**src/rtl/serial_detect_pkg.sv**
```systemverilog
// Shared constants and sizing helpers for the serial pattern detector.
package serial_detect_pkg;

    localparam int unsigned PAT_W_DEF  = 5;
    localparam int unsigned HIST_W_DEF = 6;
    localparam int unsigned CNT_W_DEF  = 8;

    // Fill counter only has to reach PAT_W-1.
    function automatic int unsigned fill_w(input int unsigned pat_w);
        return $clog2(pat_w);
    endfunction

endpackage

```
**src/rtl/serial_pattern_detector_sat_counter.sv**
```systemverilog
// Saturating up-counter with synchronous clear and a registered saturation flag.
module sat_counter #(
    parameter int unsigned W = 8
) (
    input  logic         clk,
    input  logic         clr_i,
    input  logic         inc_i,
    output logic [W-1:0] count_o,
    output logic         sat_o
);

    localparam logic [W-1:0] MAX = '1;

    logic [W-1:0] count_q, count_d;
    logic         sat_q, sat_d;

    always_comb begin
        count_d = count_q;
        sat_d   = sat_q;
        if (inc_i && (count_q != MAX)) begin
            count_d = count_q + W'(1);
            sat_d   = (count_d == MAX);
        end
    end

    always_ff @(posedge clk) begin
        if (clr_i) begin
            count_q <= '0;
            sat_q   <= 1'b0;
        end else begin
            count_q <= count_d;
            sat_q   <= sat_d;
        end
    end

    assign count_o = count_q;
    assign sat_o   = sat_q;

endmodule

```
**src/rtl/serial_pattern_detector.sv**
```systemverilog
// Serial pattern detector: shifts in qualified bits and pulses z when the newest
// PAT_W bits match a loadable, maskable pattern; counts matches with saturation.
module serial_pattern_detector
    import serial_detect_pkg::*;
#(
    parameter int unsigned      PAT_W       = PAT_W_DEF,
    parameter int unsigned      HIST_W      = HIST_W_DEF,
    parameter int unsigned      CNT_W       = CNT_W_DEF,
    parameter logic [PAT_W-1:0] PAT_DEFAULT = PAT_W'(5'b10101)
) (
    input  logic              clk,
    input  logic              rst,
    input  logic              x,
    input  logic              x_valid,
    input  logic              load,
    input  logic [PAT_W-1:0]  pattern,
    input  logic [PAT_W-1:0]  pat_mask,
    input  logic              overlap,
    output logic              z,
    output logic [HIST_W-1:0] outData,
    output logic [CNT_W-1:0]  match_cnt,
    output logic              cnt_sat
);

    localparam int unsigned          FILL_W    = fill_w(PAT_W);
    localparam logic [FILL_W-1:0]    FILL_FULL = FILL_W'(PAT_W - 1);

    if ((HIST_W < PAT_W) || (PAT_W < 2) || (PAT_W > 16)) begin : g_bad_params
        $error("serial_pattern_detector: need 2 <= PAT_W <= 16 and HIST_W >= PAT_W");
    end

    logic [HIST_W-1:0] hist_q, hist_d;
    logic [PAT_W-1:0]  pat_q, pat_d;
    logic [PAT_W-1:0]  mask_q, mask_d;
    logic [FILL_W-1:0] fill_q, fill_d;
    logic              z_q, z_d;
    logic [PAT_W-1:0]  window;
    logic              hit;

    // Next-state: load beats accept; a bit arriving with load is dropped.
    always_comb begin
        hist_d = hist_q;
        pat_d  = pat_q;
        mask_d = mask_q;
        fill_d = fill_q;
        z_d    = 1'b0;
        hit    = 1'b0;
        window = {hist_q[PAT_W-2:0], x};
        if (load) begin
            pat_d  = pattern;
            mask_d = pat_mask;
            fill_d = '0;
        end else if (x_valid) begin
            hist_d = {hist_q[HIST_W-2:0], x};
            hit    = (fill_q == FILL_FULL) && (((window ^ pat_q) & mask_q) == '0);
            z_d    = hit;
            if (hit && !overlap) begin
                fill_d = '0;
            end else if (fill_q != FILL_FULL) begin
                fill_d = fill_q + FILL_W'(1);
            end
        end
    end

    always_ff @(posedge clk) begin
        if (rst) begin
            hist_q <= '0;
            pat_q  <= PAT_DEFAULT;
            mask_q <= '1;
            fill_q <= '0;
            z_q    <= 1'b0;
        end else begin
            hist_q <= hist_d;
            pat_q  <= pat_d;
            mask_q <= mask_d;
            fill_q <= fill_d;
            z_q    <= z_d;
        end
    end

    sat_counter #(.W(CNT_W)) u_match_cnt (
        .clk     (clk),
        .clr_i   (rst),
        .inc_i   (hit),
        .count_o (match_cnt),
        .sat_o   (cnt_sat)
    );

    assign z       = z_q;
    assign outData = hist_q;

endmodule

```
**config.mk**
```make
export PLATFORM = sky130hd
export DESIGN_NAME = serial_pattern_detector
export DESIGN_NICKNAME = d
export VERILOG_FILES = /design/src/rtl/serial_detect_pkg.sv /design/src/rtl/serial_pattern_detector_sat_counter.sv /design/src/rtl/serial_pattern_detector.sv
export SDC_FILE = /design/constraint.sdc
export NUM_CORES = 1
export LEC_CHECK = 0
export BUFFER_PORTS_ARGS = -buffer_cell sky130_fd_sc_hd__buf_4
export CAP_MARGIN = 20
export CORE_UTILIZATION = 45
export DETAILED_ROUTE_END_ITERATION = 10
export PLACE_DENSITY_LB_ADDON = 0.12
export REMOVE_ABC_BUFFERS = 1
export SYNTH_ARGS = -nofsm -noshare
export SYNTH_HDL_FRONTEND = slang
export SYNTH_SLANG_ARGS = --single-unit
```
**constraint.sdc**
```tcl
create_clock -name clk -period 2.5 [get_ports clk]
set_input_delay 0.25 -clock clk [delete_from_list [all_inputs] [get_ports clk]]
set_output_delay 0.25 -clock clk [all_outputs]
set_load 0.02 [all_outputs]
```
==> flow_metrics.py, run 1 <==
metrics = {
    "layout": {
        "drive_gt1_frac": 0.2350,
        "ant_cells": 0,
        "filler_cell_count": 257,
        "fin_nets": 203,
        "finish.utilization": 0.5897,
        "area_delta_synth_final_pct": 22.29,
    },
    "setup_path": {
        "sort_of_element_at_the_end_of_the_critical_path": "register",
        "worst-setup-path-type": "reg2reg",
        "required_ns": 2.77,
        "crit_fanout": 15,
        "worst-r2r-cell-count": 7,
        "critPathArrivalTime_ns": 2.24,
        "setup.reg_to_reg.worst_slack_ns": 0.54,
        "startpoint": "fill_q[0]",
        "reg2reg_from": "fill_q[0]",
        "critical_path.startpoint_type": "register",
        "worstSetupEndpoint": "u_match_cnt.count_o[7]",
        "regToRegEndpoint": "u_match_cnt.count_o[7]",
    },
    "clocking": {
        "htreeDepth": 2,
        "clk_path_buf_depth": 2,
        "insertion_delay_ns": 0.34,
        "post-cts-setup-buffer-count": 0,
        "cts_resized": 0,
        "holdBufCountCts": 0,
        "cts_inserted_buffers": 5,
        "ctsRootBufferMaster": "sky130_fd_sc_hd__clkbuf_4",
        "cts.clk_slew.worst_paths_ns": 0.09,
        "clock_tree_from_tritoncts": "done",
        "cts_sinks": 29,
    },
    "timing": {
        "relSlewSlack": 0.7675,
        "fin_worst_skew_ns": 0.009830,
        "finalHoldViolations": 0,
        "min_period_over_period": 0.7857,
        "maxSlewViolCount": 0,
        "final_period_minus_worst_setup_slack_ns": 1.964,
        "setup_violations": 0,
        "timing.setup.tns_ns": 0,
        "grt_setup_unrepaired": "false",
        "fmax_mhz": 509.1,
        "worst_pin_slew_ns": 0.3399,
    },
    "logic_synthesis": {
        "synth_most_common_cell": "sky130_fd_sc_hd__dfxtp_1",
        "yosysSeqAreaShare": 0.4328,
        "yosys-top-cells-area": "sky130_fd_sc_hd__dfxtp_1 (43%), sky130_fd_sc_hd__nand2_1 (5.9%), sky130_fd_sc_hd__a21oi_1 (5.6%), sky130_fd_sc_hd__a211o_1 (5.2%), sky130_fd_sc_hd__nor2b_1 (4.2%)",
        "synth_edf_count": 0,
        "post-synth-top-area-cell": "sky130_fd_sc_hd__dfxtp_1",
        "synthTopCellsByCount": "sky130_fd_sc_hd__dfxtp_1 (29), sky130_fd_sc_hd__nand2_1 (21), sky130_fd_sc_hd__a21oi_1 (15), sky130_fd_sc_hd__nor2b_1 (9), sky130_fd_sc_hd__a211o_1 (8)",
        "synthCells": 152,
        "synth.top_cell.area_share": 0.4328,
        "post_synth_num_cell_types": 36,
        "flops_latches_synth": 29,
        "async_set_or_reset_register_ratio_after_synthesis": 0,
        "syn_area_per_cell_um2": 8.824,
        "synthFlopType": "sky130_fd_sc_hd__dfxtp_1",
        "ys_warn_count": 0,
        "synth_area_um2": 1341,
    },
    "floorplan": {
        "die_height_um": 56.60,
        "dieArea_um2": 3203,
        "row_cnt": 19,
        "pin_count": 32,
        "floorplan.initialDensity": 0.4822,
        "die_w_um": 56.60,
        "core_area_um2": 2781,
    },
    "route": {
        "via_per_inst": 5.463,
        "detail_route.wl_per_cell_um": 12.17,
        "drt.antenna.violating_nets": 0,
        "wl_mm": 2.605,
        "detailedRoute.firstIterationViolations": 23,
        "drt_drc_violations_left": 0,
        "num_vias": 1169,
        "dr.pass1.iters": 4,
    },
    "global_route": {
        "first_global_vias": 1068,
        "grt_antenna_before_repair": 0,
        "grt_pass1_wl_mm": 4.360,
        "maximum_number_of_pins_on_one_net_before_global_route_repair": 32,
        "grt-ovfl-total": 0,
        "globalRouteTotalUtil": 0.1816,
    },
    "power": {
        "cell_internal_pwr_mw": 0.6466,
        "cell_area_power_density_nw_per_um2": 519.7,
        "power.combinational.fraction": 0.090,
        "peakVddDrop_v": 0.0004482,
        "power_frac_seq": 0.566,
        "pwr-share-clk": 0.344,
        "p_leak_nw": 0.6410,
        "sw_frac_of_total": 0.2414,
        "switching_power_mw": 0.2058,
    },
    "flow_run": {
        "max_cap_violations": 0,
    },
    "hold_path": {
        "type_of_the_tightest_min_delay_check": "in2reg",
    },
    "placed_design": {
        "place.port_buffers": 31,
        "post-dp-hpwl_mm": 1.822,
        "place.gp.congestion": 0.7830,
    },
    "status": {
        "outcome": "finished, final reports clean",
    },
}
## metal layers
metal	share of wire	vias up	wire (µm)	track usage
met1	0.46	535	1186	0.2006
li1	-	599	-	-
met3	0.049	8	128	0.05530
met5	0	-	0	0
met2	0.46	27	1204	0.2908
met4	0.033	0	85	0.1359
## final cells by class
class	instances	area, µm²	area share
clock buffers	7	55.05	0.03356
inverters	6	22.52	0.01373
multi-input cells	110	710.7	0.4333
flip-flops and latches	29	580.6	0.3539
well taps	31	38.79	0.02365
repair buffers	31	232.7	0.1419
## registers in the layout (all words and copies together) (netlist names)
signal and cells:
outData 6, u_match_cnt.sat_o 1, mask_q 5, pat_q 5, u_match_cnt.count_o 8, fill_q 3, z 1
## logic make-up after synthesis
group / synth area share
mux: 0.02332
compound gates: 0.1931
xor+xnor: 0.04571
fa+ha+maj: 0.03731
flops: 0.4328
buf+inv: 0.03731
simple gates: 0.2304
## worst max-delay path, cell delays in order (launching register included)
cell                      delay, ns
sky130_fd_sc_hd__dfxtp_1       0.34
sky130_fd_sc_hd__inv_1         0.08
sky130_fd_sc_hd__ha_1          0.20
sky130_fd_sc_hd__nand2_1       0.10
sky130_fd_sc_hd__a21oi_1       0.27
sky130_fd_sc_hd__nand4_2       0.33
sky130_fd_sc_hd__or3_1         0.44
sky130_fd_sc_hd__a21oi_1       0.14
## metrics by stage
stage | cell area [µm²] | power, mW | hold slack, ns | worst slack (ns) | instances
finish | 1640 | 0.8524 | 0.1126 | 0.5357 | 214
CTS | 1640 | 0.8588 | 0.1008 | 0.5341 | 214
floorplan | 1314 | 0.5303 | 0.3191 | 0.7572 | 145
global placement | 1585 | 0.5680 | 0.4526 | 0.5258 | 207
global route | 1640 | 0.8862 | 0.1006 | 0.2801 | 214
detailed placement | 1585 | 0.5711 | 0.4589 | 0.5711 | 207
## power by group through the flow
| stage | Sequential [mW] | Clock, mW | Combinational [mW] |
|---|---|---|---|
| after global placement | 0.494 | 0 | 0.0745 |
| after floorplan | 0.493 | 0 | 0.0369 |
| after detailed placement | 0.494 | 0 | 0.0773 |
| final | 0.483 | 0.293 | 0.0767 |
| after CTS | 0.483 | 0.298 | 0.0776 |
| after global routing | 0.485 | 0.317 | 0.0844 |
## worst min path at each step
stage,start,endpoint,slack (ns),depth (start not counted)
final,pattern[0],pat_q[0],0.11,2
after global routing,pattern[0],pat_q[0],0.10,2
after detailed placement,outData[5],outData[5],0.46,2
after floorplan,rst,outData[0],0.32,1
after CTS,pattern[0],pat_q[0],0.10,2
after global placement,pat_mask[2],mask_q[2],0.45,2
## cell usage in the layout (no fill, tap or decap), drive strengths merged, types with 2 or more instances in the layout
cell type,n
a211o,8
a21oi,15
a22oi,2
a311oi,2
buf,31
clkbuf,7
dfxtp,29
ha,4
inv,6
mux2i,2
nand2,21
nand2b,2
nand3,5
nand3b,2
nand4,2
nor2,5
nor2b,9
o2111ai,2
o21ai,7
or3,5
xnor2,2
xor2,5
(Power assumes the default switching activity.)
==> run 2, diff against run 1 <==
--- a/config.mk
+++ b/config.mk
@@ -5,6 +5,7 @@
 export SDC_FILE = /design/constraint.sdc
 export NUM_CORES = 1
 export LEC_CHECK = 0
+export ABC_AREA = 1
 export BUFFER_PORTS_ARGS = -buffer_cell sky130_fd_sc_hd__buf_4
 export CAP_MARGIN = 20
 export CORE_UTILIZATION = 45
==> constraint.sdc (replaced) <==
create_clock -name clk -period 2 [get_ports clk]
set_input_delay 0.2 -clock clk [delete_from_list [all_inputs] [get_ports clk]]
set_output_delay 0.2 -clock clk [all_outputs]
set_load 0.02 [all_outputs]
==> run 2 against run 1 <==
Highest routed layer unchanged. Sequential share of layout area fell by 3.3 points. Register-to-register slack got worse by 0.15 ns. Synthesized cell count grew 37%. Clock skew decreased by 0.0025 ns. Largest cell class unchanged.
==> flow_metrics.py, run 2 <==
metrics = {
    "status": {
        "outcome": "finished, final reports clean",
    },
    "setup_path": {
        "timing.critical_path.slowest_stage_cell": "sky130_fd_sc_hd__dfxtp_1",
        "required_ns": 2.23,
        "startpoint": "u_match_cnt.count_o[0]",
        "crit_fanout": 14,
        "sort_of_element_at_the_end_of_the_critical_path": "register",
        "cpMostUsedCell": "sky130_fd_sc_hd__nand4_4",
        "worst-r2r-cell-count": 7,
        "worst-setup-path-type": "reg2reg",
        "reg2reg_from": "u_match_cnt.count_o[0]",
        "slowest_delay_ns": 0.46,
        "critical_path.cell_chain": "ha_1, nand2_2, nor2_4, nand4_4, nand4_4, xor2_1, nor2_1",
        "critPathArrivalTime_ns": 1.85,
        "critical_path.startpoint_type": "register",
    },
    "global_route": {
        "grt_antenna_before_repair": 0,
        "grt_pass1_wl_mm": 4.940,
        "maximum_number_of_pins_on_one_net_before_global_route_repair": 18,
        "grt-ovfl-total": 0,
        "first_global_vias": 1128,
        "globalRouteTotalUtil": 0.1909,
    },
    "layout": {
        "leading_cell_type_in_the_layout_fill_and_taps_excluded": "sky130_fd_sc_hd__nand2_1",
        "largest_register_ffs": 8,
        "design_area_um2": 1807,
        "drive_gt1_frac": 0.2222,
        "area_delta_synth_final_pct": 22.58,
        "filler_cell_count": 319,
        "ant_cells": 0,
        "fin_nets": 262,
        "finish.utilization": 0.5870,
        "final_cell_mix": "sky130_fd_sc_hd__nand2_1 (53), sky130_fd_sc_hd__buf_4 (32), sky130_fd_sc_hd__dfxtp_1 (29)",
    },
    "clocking": {
        "insertion_delay_ns": 0.33,
        "clk_path_buf_depth": 2,
        "cts_resized": 0,
        "clock_tree_from_tritoncts": "done",
        "post-cts-setup-buffer-count": 0,
        "cts_sinks": 29,
        "htreeDepth": 2,
        "cts.clk_slew.worst_paths_ns": 0.09,
        "cts_inserted_buffers": 5,
        "holdBufCountCts": 0,
        "ctsRootBufferMaster": "sky130_fd_sc_hd__clkbuf_4",
    },
    "timing": {
        "finalHoldViolations": 0,
        "final_period_minus_worst_setup_slack_ns": 1.616,
        "timing.setup.tns_ns": 0,
        "relSlewSlack": 0.6740,
        "grt_setup_unrepaired": "false",
        "fin_worst_skew_ns": 0.007356,
        "maxSlewViolCount": 0,
        "worst_pin_slew_ns": 0.4884,
        "min_period_over_period": 0.8080,
        "setup_violations": 0,
        "fmax_mhz": 618.8,
        "timing.final.ws_setup_ns": 0.3840,
    },
    "floorplan": {
        "die_w_um": 59.23,
        "dieArea_um2": 3508,
        "die_height_um": 59.23,
        "core_area_um2": 3078,
        "floorplan.initialDensity": 0.4789,
        "row_cnt": 20,
        "pin_count": 32,
    },
    "logic_synthesis": {
        "post-synth-top-area-cell": "sky130_fd_sc_hd__dfxtp_1",
        "synthCells": 208,
        "async_set_or_reset_register_ratio_after_synthesis": 0,
        "yosys-top-cells-area": "sky130_fd_sc_hd__dfxtp_1 (39%), sky130_fd_sc_hd__nand2_1 (13%), sky130_fd_sc_hd__nand3_1 (6.5%), sky130_fd_sc_hd__inv_1 (6.4%), sky130_fd_sc_hd__a21oi_1 (4.4%)",
        "synth_most_common_cell": "sky130_fd_sc_hd__nand2_1",
        "ys_warn_count": 0,
        "yosysSeqAreaShare": 0.3939,
        "synth_area_um2": 1474,
        "synth.top_cell.area_share": 0.3939,
        "syn_area_per_cell_um2": 7.086,
        "synthFlopType": "sky130_fd_sc_hd__dfxtp_1",
        "synth_edf_count": 0,
        "flops_latches_synth": 29,
        "post_synth_num_cell_types": 27,
        "synthTopCellsByCount": "sky130_fd_sc_hd__nand2_1 (53), sky130_fd_sc_hd__dfxtp_1 (29), sky130_fd_sc_hd__inv_1 (25), sky130_fd_sc_hd__nand3_1 (19), sky130_fd_sc_hd__nor2_1 (16)",
    },
    "route": {
        "route.top_layer_used": "met4",
        "detailedRoute.firstIterationViolations": 31,
        "detail_route.wl_per_cell_um": 10.39,
        "num_vias": 1359,
        "wl_mm": 2.983,
        "met2_wirelength_mm": 1.337,
        "dr.pass1.iters": 4,
        "drt_drc_violations_left": 0,
        "via_per_inst": 4.735,
        "drt.antenna.violating_nets": 0,
        "drt-met1-wl_mm": 1.432,
        "wl_met3_um": 157,
    },
    "power": {
        "cell_area_power_density_nw_per_um2": 648.5,
        "pwr-share-clk": 0.355,
        "p_total_mw": 1.172,
        "power.combinational.fraction": 0.119,
        "switching_power_mw": 0.3071,
        "peakVddDrop_v": 0.0003746,
        "cell_internal_pwr_mw": 0.8645,
        "sw_frac_of_total": 0.2621,
        "p_leak_nw": 0.8782,
        "power_frac_seq": 0.527,
    },
    "placed_design": {
        "area_post_placement_um2": 1737,
        "place.gp.congestion": 0.7849,
        "post-dp-hpwl_mm": 2.185,
        "place_worst_setup_slack_ns": 0.4046,
        "place.port_buffers": 31,
    },
    "hold_path": {
        "hp-start": "pat_mask[2]",
        "type_of_the_tightest_min_delay_check": "in2reg",
        "worstHoldPathCells": 3,
    },
    "flow_run": {
        "max_cap_violations": 0,
    },
}
[run 2: changes by cell type after synthesis, moves of 6 or more]
cell,previous run,this run
sky130_fd_sc_hd__nor2_1,5,16
sky130_fd_sc_hd__o21ai_1,0,6
sky130_fd_sc_hd__nand2_1,21,53
sky130_fd_sc_hd__nor2b_1,9,0
sky130_fd_sc_hd__inv_1,6,25
sky130_fd_sc_hd__a211o_1,8,0
sky130_fd_sc_hd__nand3_1,4,19
[run 2: cells by family (layout without fill, tap and decap cells)]
| kind of cell | Yosys count | in the layout | synth area share |
|---|---|---|---|
| compound gates | 35 | 35 | 0.1299 |
| xor+xnor | 3 | 3 | 0.01783 |
| buf+inv | 37 | 72 | 0.1036 |
| flops | 29 | 29 | 0.3939 |
| simple gates | 100 | 100 | 0.3209 |
| fa+ha+maj | 4 | 4 | 0.03396 |
[run 2: layer usage]
| metal | vias up | global-route usage |
|---|---|---|
| met5 | - | 0 |
| met4 | 0 | 0.07143 |
| met3 | 5 | 0.06769 |
| met2 | 28 | 0.2937 |
| met1 | 594 | 0.2446 |
| li1 | 732 | - |
[run 2: final timing paths]
kind	end	slack, ns
worst max-delay path	u_match_cnt.count_o[0]	0.38
worst min-delay path	mask_q[2]	0.07
worst max register to register	u_match_cnt.count_o[0]	0.38
worst min register to register	mask_q[2]	0.47
[run 2: power by group through the flow]
stage	combinational, mW	sequential, mW	clock [mW]
after floorplan	0.0708	0.637	0
after global placement	0.140	0.630	0
after detailed placement	0.140	0.631	0
after CTS	0.141	0.617	0.423
after global routing	0.157	0.621	0.446
final	0.139	0.617	0.415
[run 2: area by class of cell]
class | instances | area (µm²) | share of cell area
multi-input combinational | 142 | 740.7 | 0.4100
inverter | 32 | 120.1 | 0.06648
tap | 44 | 55.05 | 0.03047
clock buffer | 7 | 65.06 | 0.03601
sequential | 29 | 580.6 | 0.3213
clock inverter | 1 | 5.005 | 0.002770
timing repair buffer | 32 | 240.2 | 0.1330
[run 2: metrics by stage]
step                cells  hold WS, ns
CTS                   287      0.06920
finish                287      0.07262
floorplan             203       0.2624
global route          287      0.07184
detailed placement    279       0.4190
global placement      279       0.4155
[run 2: critical path: cells and delay by family, from the launching register on]
kind | cells | cell delay [ns]
flip-flops | 1 | 0.46
XOR/XNOR | 1 | 0.17
adder cells (fa/ha/maj) | 1 | 0.24
AND/OR/NAND/NOR | 5 | 0.63
